$ cat config.mk
export PLATFORM = sky130hd
export DESIGN_NAME = ether_tx_arbiter
export DESIGN_NICKNAME = d
export VERILOG_FILES = /design/src/rtl/ether_tx_arbiter.sv
export SDC_FILE = /design/constraint.sdc
export NUM_CORES = 1
export LEC_CHECK = 0
export BUFFER_PORTS_ARGS = -buffer_cell sky130_fd_sc_hd__buf_2
export CAP_MARGIN = 10
export CORE_MARGIN = 2
export CORE_UTILIZATION = 43
export DETAILED_ROUTE_END_ITERATION = 6
export GPL_ROUTABILITY_DRIVEN = 0
export PLACE_DENSITY_LB_ADDON = 0.1
export SYNTH_ARGS = -nofsm -noshare
export SYNTH_HDL_FRONTEND = slang
export SYNTH_SLANG_ARGS = --single-unit
$ cat constraint.sdc
create_clock -name clk -period 2.3 [get_ports clk]
set_clock_uncertainty 0.15 [all_clocks]
set_input_delay 0.46 -clock clk [delete_from_list [all_inputs] [get_ports clk]]
set_output_delay 0.46 -clock clk [all_outputs]
set_load 0.05 [all_outputs]
$ cat src/rtl/ether_tx_arbiter.sv
// ether_tx_arbiter: two-source round-robin front end for ethernet_tx.
// Streams the owner's nibbles, pads to minimum, drains, then holds an IFG.
module ether_tx_arbiter #(
  parameter int N           = 4,
  parameter int MIN_NIBBLES = 92,
  parameter int IFG_CYCLES  = 24
) (
  input  logic           clk,
  input  logic           rst,
  input  logic [1:0]     src_valid,
  input  logic [1:0]     src_last,
  input  logic [2*N-1:0] src_data,
  input  logic [95:0]    src_dest_mac,
  input  logic [31:0]    src_etype,
  output logic [1:0]     src_ready,
  output logic [1:0]     grant,
  output logic           tx_axiiv,
  output logic [N-1:0]   tx_axiid,
  output logic [47:0]    tx_dest_mac,
  output logic [15:0]    tx_etype,
  input  logic           tx_axiov,
  output logic           busy,
  output logic           underrun_err
);

  typedef enum logic [2:0] {
    IDLE,
    SEND,
    PAD,
    DRAIN,
    GAP
  } state_t;

  localparam logic [15:0] MIN_W = 16'(MIN_NIBBLES);
  // The IDLE cycle that precedes a grant is the last gap cycle,
  // so GAP itself only has to cover IFG_CYCLES-1 of them.
  localparam logic [15:0] IFG_LAST = 16'(IFG_CYCLES - 1);

  state_t         state_q;
  logic [1:0]     grant_q;
  logic           last_q;
  logic           axiiv_q;
  logic [N-1:0]   axiid_q;
  logic [47:0]    mac_q;
  logic [15:0]    etype_q;
  logic [15:0]    cnt_q;
  logic [15:0]    gap_q;
  logic           seen_q;
  logic           uerr_q;

  logic           own_d;
  logic           win_d;
  logic           cur_valid_d;
  logic           cur_last_d;
  logic [N-1:0]   cur_data_d;
  logic [47:0]    win_mac_d;
  logic [15:0]    win_etype_d;
  logic [15:0]    cnt_inc_d;

  // Owner selection and the winner's header fields.
  always_comb begin
    own_d       = grant_q[1];
    win_d       = (src_valid == 2'b11) ? ~last_q : src_valid[1];
    cur_valid_d = own_d ? src_valid[1] : src_valid[0];
    cur_last_d  = own_d ? src_last[1] : src_last[0];
    cur_data_d  = own_d ? src_data[2*N-1:N] : src_data[N-1:0];
    win_mac_d   = win_d ? src_dest_mac[95:48] : src_dest_mac[47:0];
    win_etype_d = win_d ? src_etype[31:16] : src_etype[15:0];
    cnt_inc_d   = cnt_q + 16'd1;
  end

  // Scheduler FSM with all outputs registered.
  always_ff @(posedge clk) begin
    if (rst) begin
      state_q <= IDLE;
      grant_q <= 2'b00;
      last_q  <= 1'b1;
      axiiv_q <= 1'b0;
      axiid_q <= '0;
      mac_q   <= '0;
      etype_q <= '0;
      cnt_q   <= '0;
      gap_q   <= '0;
      seen_q  <= 1'b0;
      uerr_q  <= 1'b0;
    end else begin
      uerr_q <= 1'b0;
      if ((state_q inside {SEND, PAD, DRAIN}) && tx_axiov)
        seen_q <= 1'b1;
      unique case (state_q)
        IDLE: begin
          axiiv_q <= 1'b0;
          if (|src_valid) begin
            grant_q <= win_d ? 2'b10 : 2'b01;
            last_q  <= win_d;
            mac_q   <= win_mac_d;
            etype_q <= win_etype_d;
            cnt_q   <= '0;
            seen_q  <= 1'b0;
            state_q <= SEND;
          end
        end
        SEND: begin
          if (cur_valid_d) begin
            axiiv_q <= 1'b1;
            axiid_q <= cur_data_d;
            cnt_q   <= cnt_inc_d;
            if (cur_last_d)
              state_q <= (cnt_inc_d < MIN_W) ? PAD : DRAIN;
          end else begin
            axiiv_q <= 1'b0;
            uerr_q  <= 1'b1;
            state_q <= DRAIN;
          end
        end
        PAD: begin
          axiiv_q <= 1'b1;
          axiid_q <= '0;
          cnt_q   <= cnt_inc_d;
          if (cnt_inc_d >= MIN_W)
            state_q <= DRAIN;
        end
        DRAIN: begin
          axiiv_q <= 1'b0;
          if (seen_q && !tx_axiov) begin
            grant_q <= 2'b00;
            gap_q   <= 16'd1;
            state_q <= GAP;
          end
        end
        GAP: begin
          if (gap_q >= IFG_LAST)
            state_q <= IDLE;
          else
            gap_q <= gap_q + 16'd1;
        end
        default: state_q <= IDLE;
      endcase
    end
  end

  assign src_ready    = (state_q == SEND) ? grant_q : 2'b00;
  assign grant        = grant_q;
  assign tx_axiiv     = axiiv_q;
  assign tx_axiid     = axiid_q;
  assign tx_dest_mac  = mac_q;
  assign tx_etype     = etype_q;
  assign busy         = (state_q != IDLE);
  assign underrun_err = uerr_q;

endmodule

==> results.txt, run 1 <==
- Outcome: completed
- Main combinational cell family by area after synthesis: compound AO/OA/AOI/OAI gates
* Commonest non-fill, non-tap cell in the layout: buf_2
* Sw power: 4130 µW
- Worst setup EP type: flop
* Routed via count divided by cell count: 5.31
- Share of post-route cells with drive strength above 1: 36.1%
- Number of rows created at floorplan: 40
- For the pin with the worst max-slew slack, the measured transition is 576 ps.
- First-pass iteration count of the detailed router: 5
- In the routed design, unresolved DRC markers number 0.
- Insertion delay of the later-clocked pin in the worst-skew pair: 350 ps
- M1 WL: 5.87 mm
* Worst Path Arrival: 2300 ps
* Startpoint of the worst setup timing path: cnt_q[0]$_SDFFE_PP0P_
- CP Data Required Time: 2400 ps
- Of the total synthesized cell area, the portion taken by XOR and XNOR cells is 1.36%.
- The routed design uses 913 µm of met3 wire.
- Vias in the first global route: 4849
* Number of input and output port buffers inserted: 217
* Top routing layer in use: met4
- Multiplexer cells account for 13.8% of the synthesized area.
- Synthesis produced a netlist whose cell count is 583.
- Layout-stage area growth over the synthesis result: 33.3%
* Type of the setup path with the least slack: flop to flop
- Combinational group share of total power: 50.6%
- Hold Vio Cnt, Final: 0
* Worst r2r src: cnt_q[0]$_SDFFE_PP0P_
- From bottom edge to top edge, the die measures 114 µm.
- When the netlist entered floorplanning its net count stood at 728.
- Setup violations remaining at the end of the flow were counted as 0.
- Clock transition at path regs: 80 ps
- In this run the count of I/O pins placed on the die edge is 218.
- Antenna diode count: 0
- Via count: 5034
- After floorplanning, the core was sized to cover 11900 µm².
- Sequential cells burn 30.8% of the power.
- Routed wire length on met2: 7.26 mm
* Lkg Pwr: 0.00304 µW
- Proportion of total power due to net switching: 47.8%
- Crit path max-delay cell type: or4_1
* Number of slew-limit violations in the final report: 0
* Element type at the critical path start: flop
- In this run the cell area measured after placement is 6520 µm².
- Post-Synth Adder-Cell Area: 0.485%
- Seq/Total Area, Yosys: 42.3%
- The first global-routing pass estimated 23.1 mm of wire.
- Initial antenna violation count: 0
- For this run, the leading register cell type out of synthesis is dfxtp_1.
- Once detail routing completed, the nets flagged for antenna violations numbered 0.
* Max_cap viols: 0
- Headroom to the max-slew limit came out at 61.6%.
- Final routed wire length divided by cell count: 15.2 µm
* Share of flip-flops with an asynchronous set or reset after synthesis: 0%
- The average instance in the mapped netlist occupies 8.85 µm².
- Inserted Clock Buffers: 9
- For this run, the total global-route usage over all layers was measured as 22.3%.
- Total number of clock tree sinks: 109
* Horizontal die dimension: 114 µm
* Worst hold path class: input pin to flop
- Together, buffers and inverters on the worst path number 1.
- Counting flops with a built-in enable in the synthesized netlist gives 0.
* Max Root-Sink Buffers: 2
- DIE AREA: 12900 µm²
- Number of DRC violations after detailed-routing iteration 0: 217
* Count of yosys warnings during synthesis: 0
- Final worst path period share: 95.9%
- Internal Power: 4510 µW
* Maximum fanout encountered on the critical timing path: 6
- Initial core utilization: 43.5%
- Among cell families on the critical path, the largest total delay comes from simple AND/OR/NAND/NOR gates.
- Of the total power, the clock network draws 18.6%.
- In this run the most critical hold path is launched from src_dest_mac[39].
- The routed design could run at a clock period as short as 2200 ps.
- The synthesized netlist devotes 19.2% of its cell area to compound gates.
* Delay of the slowest critical-path stage: 400 ps
- Summed over all nets, the half-perimeter wirelength after detailed placement is 10.9 mm.
- Library cells used by synthesis: 50
- For this block, the routed nets add up to 14.4 mm of wire.
* H-tree levels: 3
- Net total in the final layout: 941
- Simple-Gate Fraction of Synth Area: 18.5%
- Worst VDD drop: 0.000774 V
- Buffers added to address setup during post-CTS repair amount to 0.
* Maximum number of pins on one net before global-route repair: 82
- The synthesized design contains 109 register bits.
- For this run, the top clock speed supported by timing is 454 MHz.
* Power per cell area: 1260 nW/µm²
- TritonCTS built the clock tree.
- Count of hold-fix buffers inserted at cts: 0
- Post-Layout Inst Area: 6880 µm²
- Clock root buffer master: clkbuf_16
- The top cell types in the final layout, fill and taps aside, are 215 x buf_2, 107 x nor2_1, 106 x dfxtp_1.
* Overflow after GRT: 0
- After synthesis the cells add up to 5160 µm².
* Utilization after layout: 58.0%
* Cell Chain, Critical Path: buf_4 > and4_2 > or4_1 > o21ai_1 > a21oi_2 > nor4_4 > a31oi_1 > o21a_1
==> registers in the layout (all words and copies together) (netlist names) <==
| signal | flops |
|---|---|
| last_q | 1 |
| seen_q | 1 |
| underrun_err | 1 |
| grant | 2 |
| tx_dest_mac | 48 |
| gap_q | 16 |
| cnt_q | 16 |
| state_q | 3 |
| tx_etype | 16 |
| tx_axiid | 4 |
| tx_axiiv | 1 |
==> worst min-delay path, stage by stage <==
cell	delay [ps]
buf_2	90
mux2i_1	110
a211oi_1	80
==> final timing paths <==
path	endpoint	slack, ps	cells past startpoint
min	tx_dest_mac[39]$_SDFFE_PP0P_	280	3
max reg2reg	state_q[0]$_SDFFE_PP0P_	100	8
min reg2reg	tx_axiiv$_SDFFE_PP0P_	320	2
max	state_q[0]$_SDFFE_PP0P_	100	8
==> stage by stage <==
stage / setup WS, ps / cells / power (µW) / hold WS (ps) / TNS (ps)
2_1_floorplan: 52.0 / 583 / 5900 / 288 / 0
3_3_place_gp: 98.6 / 932 / 7010 / 302 / 0
3_5_place_dp: 12.5 / 932 / 7070 / 311 / 0
4_1_cts: 10.8 / 948 / 8710 / 269 / 0
5_1_grt: -18.6 / 948 / 9150 / 280 / -18.6
6_report: 95.0 / 948 / 8640 / 280 / 0
==> cell usage after synthesis, types with 2 or more instances <==
library cell	instances	area (µm²)
and4_1	5	43.8
nor2_1	108	405
dfxtp_1	109	2180
mux2i_1	71	711
a31o_2	2	17.5
nor2b_1	5	31.3
ha_1	2	25.0
clkbuf_1	25	93.8
nand3_1	6	30.0
o21ai_0	15	75.1
nand2b_1	3	18.8
xnor2_1	5	43.8
buf_1	4	15.0
nor4_1	5	31.3
a31oi_1	11	68.8
nand2_1	24	90.1
and3_1	5	31.3
inv_1	2	7.51
nor3_1	9	45.0
a21oi_1	31	155
a211oi_1	70	526
or4_1	2	15.0
buf_2	15	75.1
a41oi_1	3	26.3
nor3b_1	5	37.5
and2_1	3	18.8
or3_1	4	25.0
buf_6	2	22.5
xor2_1	3	26.3
nand4_1	8	50.1
or4b_1	2	20.0
==> final cells by class <==
| cell class | instances | area (µm²) |
|---|---|---|
| repair buffers | 250 | 1380 |
| flip-flops and latches | 109 | 2190 |
| fillers | 1050 | 4980 |
| multi-input cells | 424 | 2830 |
| clock inverters | 6 | 76.3 |
| clock buffers | 10 | 229 |
| well taps | 147 | 184 |
| inverters | 2 | 7.51 |
==> timing repair <==
action | in CTS | in global routing
pin swaps | 1 | 4
gates cloned | 0 | 0
endpoints found under the setup margin | 3 | 3
gates resized for setup | 4 | 14
==> kinds of logic after synthesis <==
kind of cell / after synthesis
AOI/OAI and AO/OA: 143
and+or+nand+nor: 200
xor gates and xnor gates: 8
adders and majority gates: 2
muxes: 71
DFF: 109
buffers and inverters: 50
==> metal layers <==
| metal | vias to the layer above | global-route usage [%] |
|---|---|---|
| met1 | 2298 | 25.9 |
| met5 | - | 0 |
| met4 | 0 | 8.37 |
| li1 | 2552 | - |
| met2 | 160 | 38.8 |
| met3 | 24 | 6.80 |
==> power by group through the flow <==
stage	clock, µW	combinational (µW)	sequential (µW)
floorplan	0	1690	4210
global placement	0	4340	2670
detailed placement	0	4380	2690
CTS	1660	4390	2660
global route	1730	4680	2730
finish	1600	4370	2670
Note: power is estimated with default switching activity, not from simulation.
==> run 2: changes to the inputs <==
--- a/config.mk
+++ b/config.mk
@@ -5,10 +5,11 @@
 export SDC_FILE = /design/constraint.sdc
 export NUM_CORES = 1
 export LEC_CHECK = 0
+export ABC_AREA = 1
 export BUFFER_PORTS_ARGS = -buffer_cell sky130_fd_sc_hd__buf_2
 export CAP_MARGIN = 10
 export CORE_MARGIN = 2
-export CORE_UTILIZATION = 43
+export CORE_UTILIZATION = 50
 export DETAILED_ROUTE_END_ITERATION = 6
 export GPL_ROUTABILITY_DRIVEN = 0
 export PLACE_DENSITY_LB_ADDON = 0.1
==> constraint.sdc (replaced) <==
create_clock -name clk -period 2.7 [get_ports clk]
set_clock_uncertainty 0.15 [all_clocks]
set_input_delay 0.54 -clock clk [delete_from_list [all_inputs] [get_ports clk]]
set_output_delay 0.54 -clock clk [all_outputs]
set_load 0.05 [all_outputs]
==> results.txt, run 2 <==
- The count of cells resized by post-cts repair was 0 (was 4).
- The fraction of synthesized cell area taken by the top area cell type was 42.5% (was 42.3%).
- The remaining antenna violation count was 0 (unchanged).
- Core ar.: 10100 µm² (was 11900 µm²)
- The post-placement cell area came to 6290 µm² (was 6520 µm²).
- The die outline width is 105 µm (was 114 µm).
- H-tree levels: 3 (unchanged)
* Share of flip-flops with an asynchronous set or reset after synthesis: 0% (unchanged)
- Chip height: 105 µm (was 114 µm)
- Maximum clock frequency: 452 MHz
* Post-Layout Inst Area: 6510 µm² (was 6880 µm²)
* Total half-perimeter wirelength after legalization and detailed placement: 10.6 mm (was 10.9 mm)
- The flop and latch count out of synthesis came to 109 (unchanged).
- Share of post-route cells with drive strength above 1: 29.4% (was 36.1%)
* Clock transition at path regs: 90 ps (was 80 ps)
- The reg-to-reg setup timing slack was 620 ps (was 100 ps).
- Crit path max-delay cell type: dfxtp_1 (was or4_1)
- The register area share after synthesis came to 42.5% (was 42.3%).
* Maximum fanout encountered on the critical timing path: 4 (was 6)
- Final min period: 2210 ps
* Net total in the final layout: 1041 (was 941)
- The final routed wirelength across all metal layers came to 15.2 mm (was 14.4 mm).
- The power density over the cells is 954 nW/µm² (was 1260 nW/µm²).
* Startpoint of the tightest hold check path: src_data[1] (was src_dest_mac[39])
* Count of hold-fix buffers inserted at cts: 0 (unchanged)
- Most area-hungry cell type in the Yosys netlist: dfxtp_1 (unchanged)
- Outcome: completed (unchanged)
- The number of global-route vias before repair is 5338 (was 4849).
- CTS tree: yes (unchanged)
- Synthesized netlist net count: 854 (was 728)
- The global-route wire length before repair is 24.8 mm (was 23.1 mm).
- The top-level port count was 218 (unchanged).
- The remaining max-slew budget at the tightest pin is 52.8% (was 61.6%).
* Via count: 5638 (was 5034)
- The cell area after synthesis was 5140 µm² (was 5160 µm²).
- The remaining global-route overflow is 0 (unchanged).
- The final non-filler cell total came to 1038 (was 948).
- Lkg Pwr: 0.00301 µW (was 0.00304 µW)
- Remaining design rule violation count: 0 (unchanged)
- Buffers inserted during post-CTS setup optimization: 0 (unchanged)
- The number of enable-type register cells in the synthesized netlist was 0 (unchanged).
- The initial core utilization was 50.7% (was 43.5%).
- Hold Vio Cnt, Final: 0 (unchanged)
- Most used cells in the layout excluding fill and tap cells: 217 x buf_2, 111 x nor2_1, 109 x dfxtp_1 (was 215 x buf_2, 107 x nor2_1, 106 x dfxtp_1).
- Least-Margin Pin Slew: 708 ps (was 576 ps)
* Post-Syn Area per Cell: 7.25 µm² (was 8.85 µm²)
- Utilization after layout: 64.2% (was 58.0%)
- The initial antenna violation count came to 1 (was 0).
- The maximum number of pins on one net before global-route repair was 66 (was 82).
- Number of failing setup endpoints in the final timing report: 0 (unchanged)
- Number of slew-limit violations in the final report: 0 (unchanged)
- Cell Chain, Critical Path: inv_1 > nor2_1 > inv_1 > nor2_1 > buf_2 (was buf_4 > and4_2 > or4_1 > o21ai_1 > a21oi_2 > nor4_4 > a31oi_1 > o21a_1)
- Worst hold path class: input pin to flop (unchanged)
* Delay of the slowest critical-path stage: 410 ps (was 400 ps)
- The CTS sink count is 109 (unchanged).
- Most frequent cells after synthesis: 111 x nor2_1, 109 x dfxtp_1, 99 x nand2_1 (was 109 x dfxtp_1, 108 x nor2_1, 71 x mux2i_1).
* Number of DRC violations after detailed-routing iteration 0: 420 (was 217)
* Routed via count divided by cell count: 5.43 (was 5.31)
- The floorplan die area is 11100 µm² (was 12900 µm²).
- The total power of the final layout is 6210 µW (was 8640 µW).
* Final routed wire length divided by cell count: 14.6 µm (was 15.2 µm)
* Most used DFF post-synth: dfxtp_1 (unchanged)
- The most common cell after layout, fill and taps aside is buf_2 (unchanged).
- The setup total negative slack was 0 ps (unchanged).
* Number of cells in the design after placement: 1021 (was 932)
- Unrepaired setup endpoints after global routing: false
- In the finished design, the share of the clock period the worst path needs comes to 82.0%.
- The overall global routing resource usage was 27.2% (was 22.3%).
* Synth top area cells: dfxtp_1 42%, o31ai_1 9.3%, nand3_1 8.9% (was dfxtp_1 42%, mux2i_1 14%, a211oi_1 10%)
* Max Root-Sink Buffers: 2 (unchanged)
- Count of yosys warnings during synthesis: 0 (unchanged)
- Worst Path Arrival: 1520 ps (was 2300 ps)
- The startpoint type of the worst setup path is a flop (unchanged).
- First-pass iteration count of the detailed router: 5 (unchanged)
* Max_cap viols: 0 (unchanged)
- Post-synthesis instance total: 709 (was 583)
* CP Data Required Time: 2010 ps (was 2400 ps)
- The most frequent cell after synthesis is nor2_1 (was dfxtp_1).
- Clock root buffer master: clkbuf_8 (was clkbuf_16)
- The worst setup path startpoint is state_q[0]$_SDFFE_PP0P_ (was cnt_q[0]$_SDFFE_PP0P_).
* Worst setup EP type: output port (was flop)
- Number of input and output port buffers inserted: 217 (unchanged)
- Fill cells: 922 (was 1050)
* Insertion delay of the later-clocked pin in the worst-skew pair: 370 ps (was 350 ps)
- The category of the critical setup timing path is flop to output port (was flop to flop).
- The total clock buffers created by CTS came to 9 (unchanged).
- The highest ir drop seen on vdd is 0.000476 V (was 0.000774 V).
* Library cells used by synthesis: 33 (was 50)
* Number of rows created at floorplan: 37 (was 40)
- The layout overhead on the synthesized area is 26.7% (was 33.3%).
- The start of the worst register-to-register path is cnt_q[1]$_SDFFE_PP0P_ (was cnt_q[0]$_SDFFE_PP0P_).
- Flip-flop count of the largest register, all copies and words added: 48 (unchanged)
-- run 2: changes by cell type in the layout (fill, tap and decap cells not counted), moves of 35 or more --
cell and delta:
o31ai_1 +64, inv_1 +35, a211oi_1 -70, nand2_1 +74, mux2i_1 -71, nand3_1 +85, o21ai_0 +55
-- run 2: cell type report --
cell class / count / area (µm²) / share of cell area (%)
Sequential cell: 109 / 2180 / 33.5
Antenna cell: 1 / 2.50 / 0.0384
Inverter: 42 / 158 / 2.42
Multi-Input combinational cell: 507 / 2590 / 39.8
Tap cell: 136 / 170 / 2.61
Clock inverter: 3 / 68.8 / 1.06
Timing Repair Buffer: 227 / 1190 / 18.2
Clock buffer: 13 / 149 / 2.29
-- run 2: worst paths after layout --
path	to	cells after the start
worst max-delay path	src_ready[0]	5
worst min-delay path	tx_axiid[1]$_SDFFE_PP0P_	3
worst max register to register	state_q[1]$_SDFFE_PP0P_	11
worst min register to register	gap_q[14]$_SDFFE_PP0P_	2
-- run 2: logic make-up after synthesis --
kind of cell,count (synthesis),synth area share (%)
buffers and inverters,93,7.13
XOR/XNOR,4,0.682
flip-flops,109,42.5
AO/OA/AOI/OAI,166,19.9
multiplexers,1,0.268
adder cells (fa/ha/maj),2,0.487
AND/OR/NAND/NOR,334,29.1
-- run 2: where the power goes --
group	switching (µW)	total, µW	internal [µW]
Clock	540	1090	552
Combinational	2270	2970	704
Sequential	189	2150	1960
Total	3000	6210	3210
-- run 2: per-layer routing --
layer	GRT usage, %	part of all wire (%)	up-vias
li1	-	-	2784
met3	6.49	7.3	39
met2	44.2	47	239
met5	0	0.073	-
met1	34.3	43	2574
met4	12.3	3.0	2
-- run 2: critical path, delay by kind of cell (launching register included) --
family	cells	cell delay [ps]
buffers and inverters	3	490
AND/OR/NAND/NOR	2	260
flip-flops	1	410
-- run 2: through the flow --
step | hold slack, ps | worst slack [ps]
detailed placement | 280 | 634
global route | 289 | 373
finish | 278 | 487
CTS | 266 | 486
floorplan | 269 | 360
global placement | 276 | 680
==> run 3: changes to the inputs <==
--- a/config.mk
+++ b/config.mk
@@ -9,7 +9,7 @@
 export BUFFER_PORTS_ARGS = -buffer_cell sky130_fd_sc_hd__buf_2
 export CAP_MARGIN = 10
 export CORE_MARGIN = 2
-export CORE_UTILIZATION = 50
+export CORE_UTILIZATION = 43
 export DETAILED_ROUTE_END_ITERATION = 6
 export GPL_ROUTABILITY_DRIVEN = 0
 export PLACE_DENSITY_LB_ADDON = 0.1
==> constraint.sdc (replaced) <==
create_clock -name clk -period 1.8 [get_ports clk]
set_clock_uncertainty 0.15 [all_clocks]
set_input_delay 0.36 -clock clk [delete_from_list [all_inputs] [get_ports clk]]
set_output_delay 0.36 -clock clk [all_outputs]
set_load 0.05 [all_outputs]
==> results.txt, run 3 (same netlist as run 2, synthesis figures left out) <==
- Worst r2r src: cnt_q[1]$_SDFFE_PP0P_ (unchanged)
* Number of cells on the worst hold path: 3 (unchanged)
- Unrepaired setup endpoints after global routing: true (was false).
- The reg-to-reg setup timing slack was -80 ps (was 620 ps).
- Flip-flop count of the largest register, all copies and words added: 48 (unchanged)
- Number of failing setup endpoints in the final timing report: 5 (was 0)
- Number of cells in the design after placement: 1066 (was 1021)
- Violated checks: negative setup slack
* Horizontal die dimension: 113 µm (was 105 µm)
- The number of max-slew violations in the final report is 0 (unchanged).
- The data arrival time of the worst path came to 1970 ps (was 1520 ps).
- The critical path buffer and inverter count was 1 (was 3).
* Worst VDD drop: 0.00102 V (was 0.000476 V)
- The kind of cell adding the most delay to the critical path is simple AND/OR/NAND/NOR gates (was buffers and inverters).
- Number of DRC violations after detailed-routing iteration 0: 318 (was 420)
- The remaining antenna violation count came to 0 (unchanged).
- Derived from the worst setup path, the maximum achievable clock frequency is 532 MHz.
* Final setup margin: -78.2 ps (was 487 ps)
- Final min period: 1880 ps
* Type of the setup path with the least slack: flop to flop (was flop to output port)
- Power per cell area: 1420 nW/µm² (was 954 nW/µm²)
- The layout net count is 1085 (was 1041).
- The worst setup path startpoint was cnt_q[1]$_SDFFE_PP0P_ (was state_q[0]$_SDFFE_PP0P_).
* Headroom to the max-slew limit: 79.9% (was 52.8%)
- The reg-to-reg critical path endpoint was state_q[0]$_SDFFE_PP0P_ (was state_q[1]$_SDFFE_PP0P_).
- The total via count after detailed routing came to 5815 (was 5638).
- Antenna diode count: 0 (was 1)
- The largest fanout on the critical path is 5 (was 4).
- The share of cells above drive strength 1 is 37.4% (was 29.4%).
- Layout-stage area growth over the synthesis result: 40.3% (was 26.7%)
- Number of input and output port buffers inserted: 217 (unchanged)
- Overflow after GRT: 0 (unchanged)
* Global-route wire length before repair: 25.7 mm (was 24.8 mm)
- The initial antenna violation count is 0 (was 1).
* Initial core utilization: 44.4% (was 50.7%)
- Sum of negative setup slack: -172 ps (was 0 ps)
- The H-tree depth came to 3 (unchanged).
- Max_cap viols: 0 (unchanged)
- Lkg Pwr: 0.00332 µW (was 0.00301 µW)
- Outcome: complete, but fails checks (was completed)
- Clock power frac: 19.4% (was 17.6%)
- The number of design rule violations left after detail routing was 0 (unchanged).
- The path category of the worst min-delay check was input pin to flop (unchanged).
- The kind of end point of the critical path was a flop (was output port).
* Total number of clock tree sinks: 109 (unchanged)
- The count of cells along the worst register-to-register path is 14 (was 11).
- Fin cells: 1088 (was 1038)
* Crit path max-delay cell type: dfxtp_2 (was dfxtp_1)
- The area of the core was 11600 µm² (was 10100 µm²).
- Hold Vio Cnt, Final: 0 (unchanged)
* CP Data Required Time: 1890 ps (was 2010 ps)
- Number of rows created at floorplan: 39 (was 37)
- The detail-routed via count per cell was 5.34 (was 5.43).
* Commonest non-fill, non-tap cell in the layout: buf_2 (unchanged)
- Inserted Clock Buffers: 9 (unchanged)
- Delay of the slowest critical-path stage: 360 ps (was 410 ps)
- The number of hold-repair buffers added at the cts stage was 0 (unchanged).
- The switching share of total power came to 45.8% (was 48.2%).
- DIE AREA: 12800 µm² (was 11100 µm²)
- Final worst path period share: 104%
- The clock transition at the registers of the reported paths was 70 ps (was 90 ps).
- The internal power of the cells was 5540 µW (was 3210 µW).
- Most used cells in the layout excluding fill and tap cells: 215 x buf_2, 99 x nor2_1, 98 x dfxtp_1 (was 217 x buf_2, 111 x nor2_1, 109 x dfxtp_1).
- The clock tree root driver cell is clkbuf_16 (was clkbuf_8).
- The capture endpoint of the worst hold path was tx_axiid[1]$_SDFFE_PP0P_ (unchanged).
- Detailed-route wire length: 16.4 mm (was 15.2 mm)
* Insertion delay of the later-clocked pin in the worst-skew pair: 350 ps (was 370 ps)
- Cell Chain, Critical Path: buf_6 > nand2_2 > nor2_4 > nand2_4 > nor2_4 > nand2_2 > nand2_2 > nand3_2 > nor2_4 > nand3_2 > nand2_1 > nand2_1 > nand2_1 > nor2_2 (was inv_1 > nor2_1 > inv_1 > nor2_1 > buf_2)
- The slew at the pin with the worst max-slew slack is 300 ps (was 708 ps).
* Vias in the first global route: 5506 (was 5338)
- Startpoint of the tightest hold check path: src_data[5] (was src_data[1])
- Total half-perimeter wirelength after legalization and detailed placement: 11.7 mm (was 10.6 mm)
- CTS tree: yes (unchanged)
- The top-level port count was 218 (unchanged).
* First-pass iteration count of the detailed router: 6 (was 5)
* Combinational group share of total power: 48.9% (was 47.8%)
* Chip height: 113 µm (was 105 µm)
* Global-route usage over all layers: 24.6% (was 27.2%)
* Fraction of power consumed by sequential logic: 31.6% (was 34.6%)
* Final Hold Slack: 139 ps (was 278 ps)
* Maximum number of pins on one net before global-route repair: 64 (was 66)
- The startpoint type of the worst setup path is a flop (unchanged).
* Max Root-Sink Buffers: 2 (unchanged)
* Final routed wire length divided by cell count: 15.1 µm (was 14.6 µm)
* Sw power: 4690 µW (was 3000 µW)
* Final Total Pwr: 10200 µW (was 6210 µW)
- Post-placement setup slack: -144 ps (was 634 ps)
## run 3: changes by cell type in the layout (fill, tap and decap cells not counted), moves of 9 or more
cell | previous run | this run
dfxtp_1 | 109 | 98
clkbuf_8 | 10 | 1
dfxtp_2 | 0 | 9
nor2_2 | 4 | 14
buf_4 | 8 | 41
nor2_1 | 111 | 99
clkbuf_16 | 0 | 10
## run 3: repair_timing
item                       CTS  global route
hold endpoints to repair     0             0
setup endpoints to repair    9            71
pin swaps                    5            19
buffers inserted             1             4
gates resized for setup     25            25
cloned                       0             1
## run 3: worst max-delay path by stage
stage                               to  slack (ps)  depth (start not counted)
3_5_place_dp   state_q[0]$_SDFFE_PP0P_        -140                         14
4_1_cts        state_q[0]$_SDFFE_PP0P_         -50                         14
3_3_place_gp   state_q[0]$_SDFFE_PP0P_        -110                         12
2_1_floorplan  state_q[0]$_SDFFE_PP0P_          10                          9
5_1_grt        state_q[0]$_SDFFE_PP0P_        -220                         12
6_report       state_q[0]$_SDFFE_PP0P_         -80                         14
## run 3: tightest hold or removal path: cells and delay by family
family                 cells  cell delay [ps]
buffers and inverters      1              100
AND/OR/NAND/NOR            1               60
AO/OA/AOI/OAI              1               80
## run 3: cell type report
cell class | instances | area [µm²]
sequential | 109 | 2200
clock buffer | 12 | 246
timing repair buffer | 271 | 1650
fill | 1035 | 4350
inverter | 42 | 159
tap | 143 | 179
clock inverter | 4 | 47.5
multi-input combinational | 507 | 2720
## run 3: power by group through the flow
stage                     combinational (µW)  sequential [µW]  clock, µW
after floorplan                         1700             4870          0
after global placement                  4780             3250          0
after detailed placement                4810             3270          0
after CTS                               4840             3230       2030
after global routing                    5350             3300       2110
final                                   5010             3240       1990
## run 3: layer usage
metal / wire [µm] / GRT usage, % / up-vias
met2: 7810 / 40.2 / 233
met4: 557 / 11.9 / 0
li1: - / - / 2873
met1: 6960 / 31.2 / 2666
met3: 1080 / 4.93 / 43
met5: 0 / 0 / -
## run 3: stage by stage
stage               area [µm²]  utilization, %
global route              7210            62.3
detailed placement        6680            57.7
CTS                       7050            61.0
floorplan                 5160               -
global placement          6680            57.7
finish                    7210            62.3
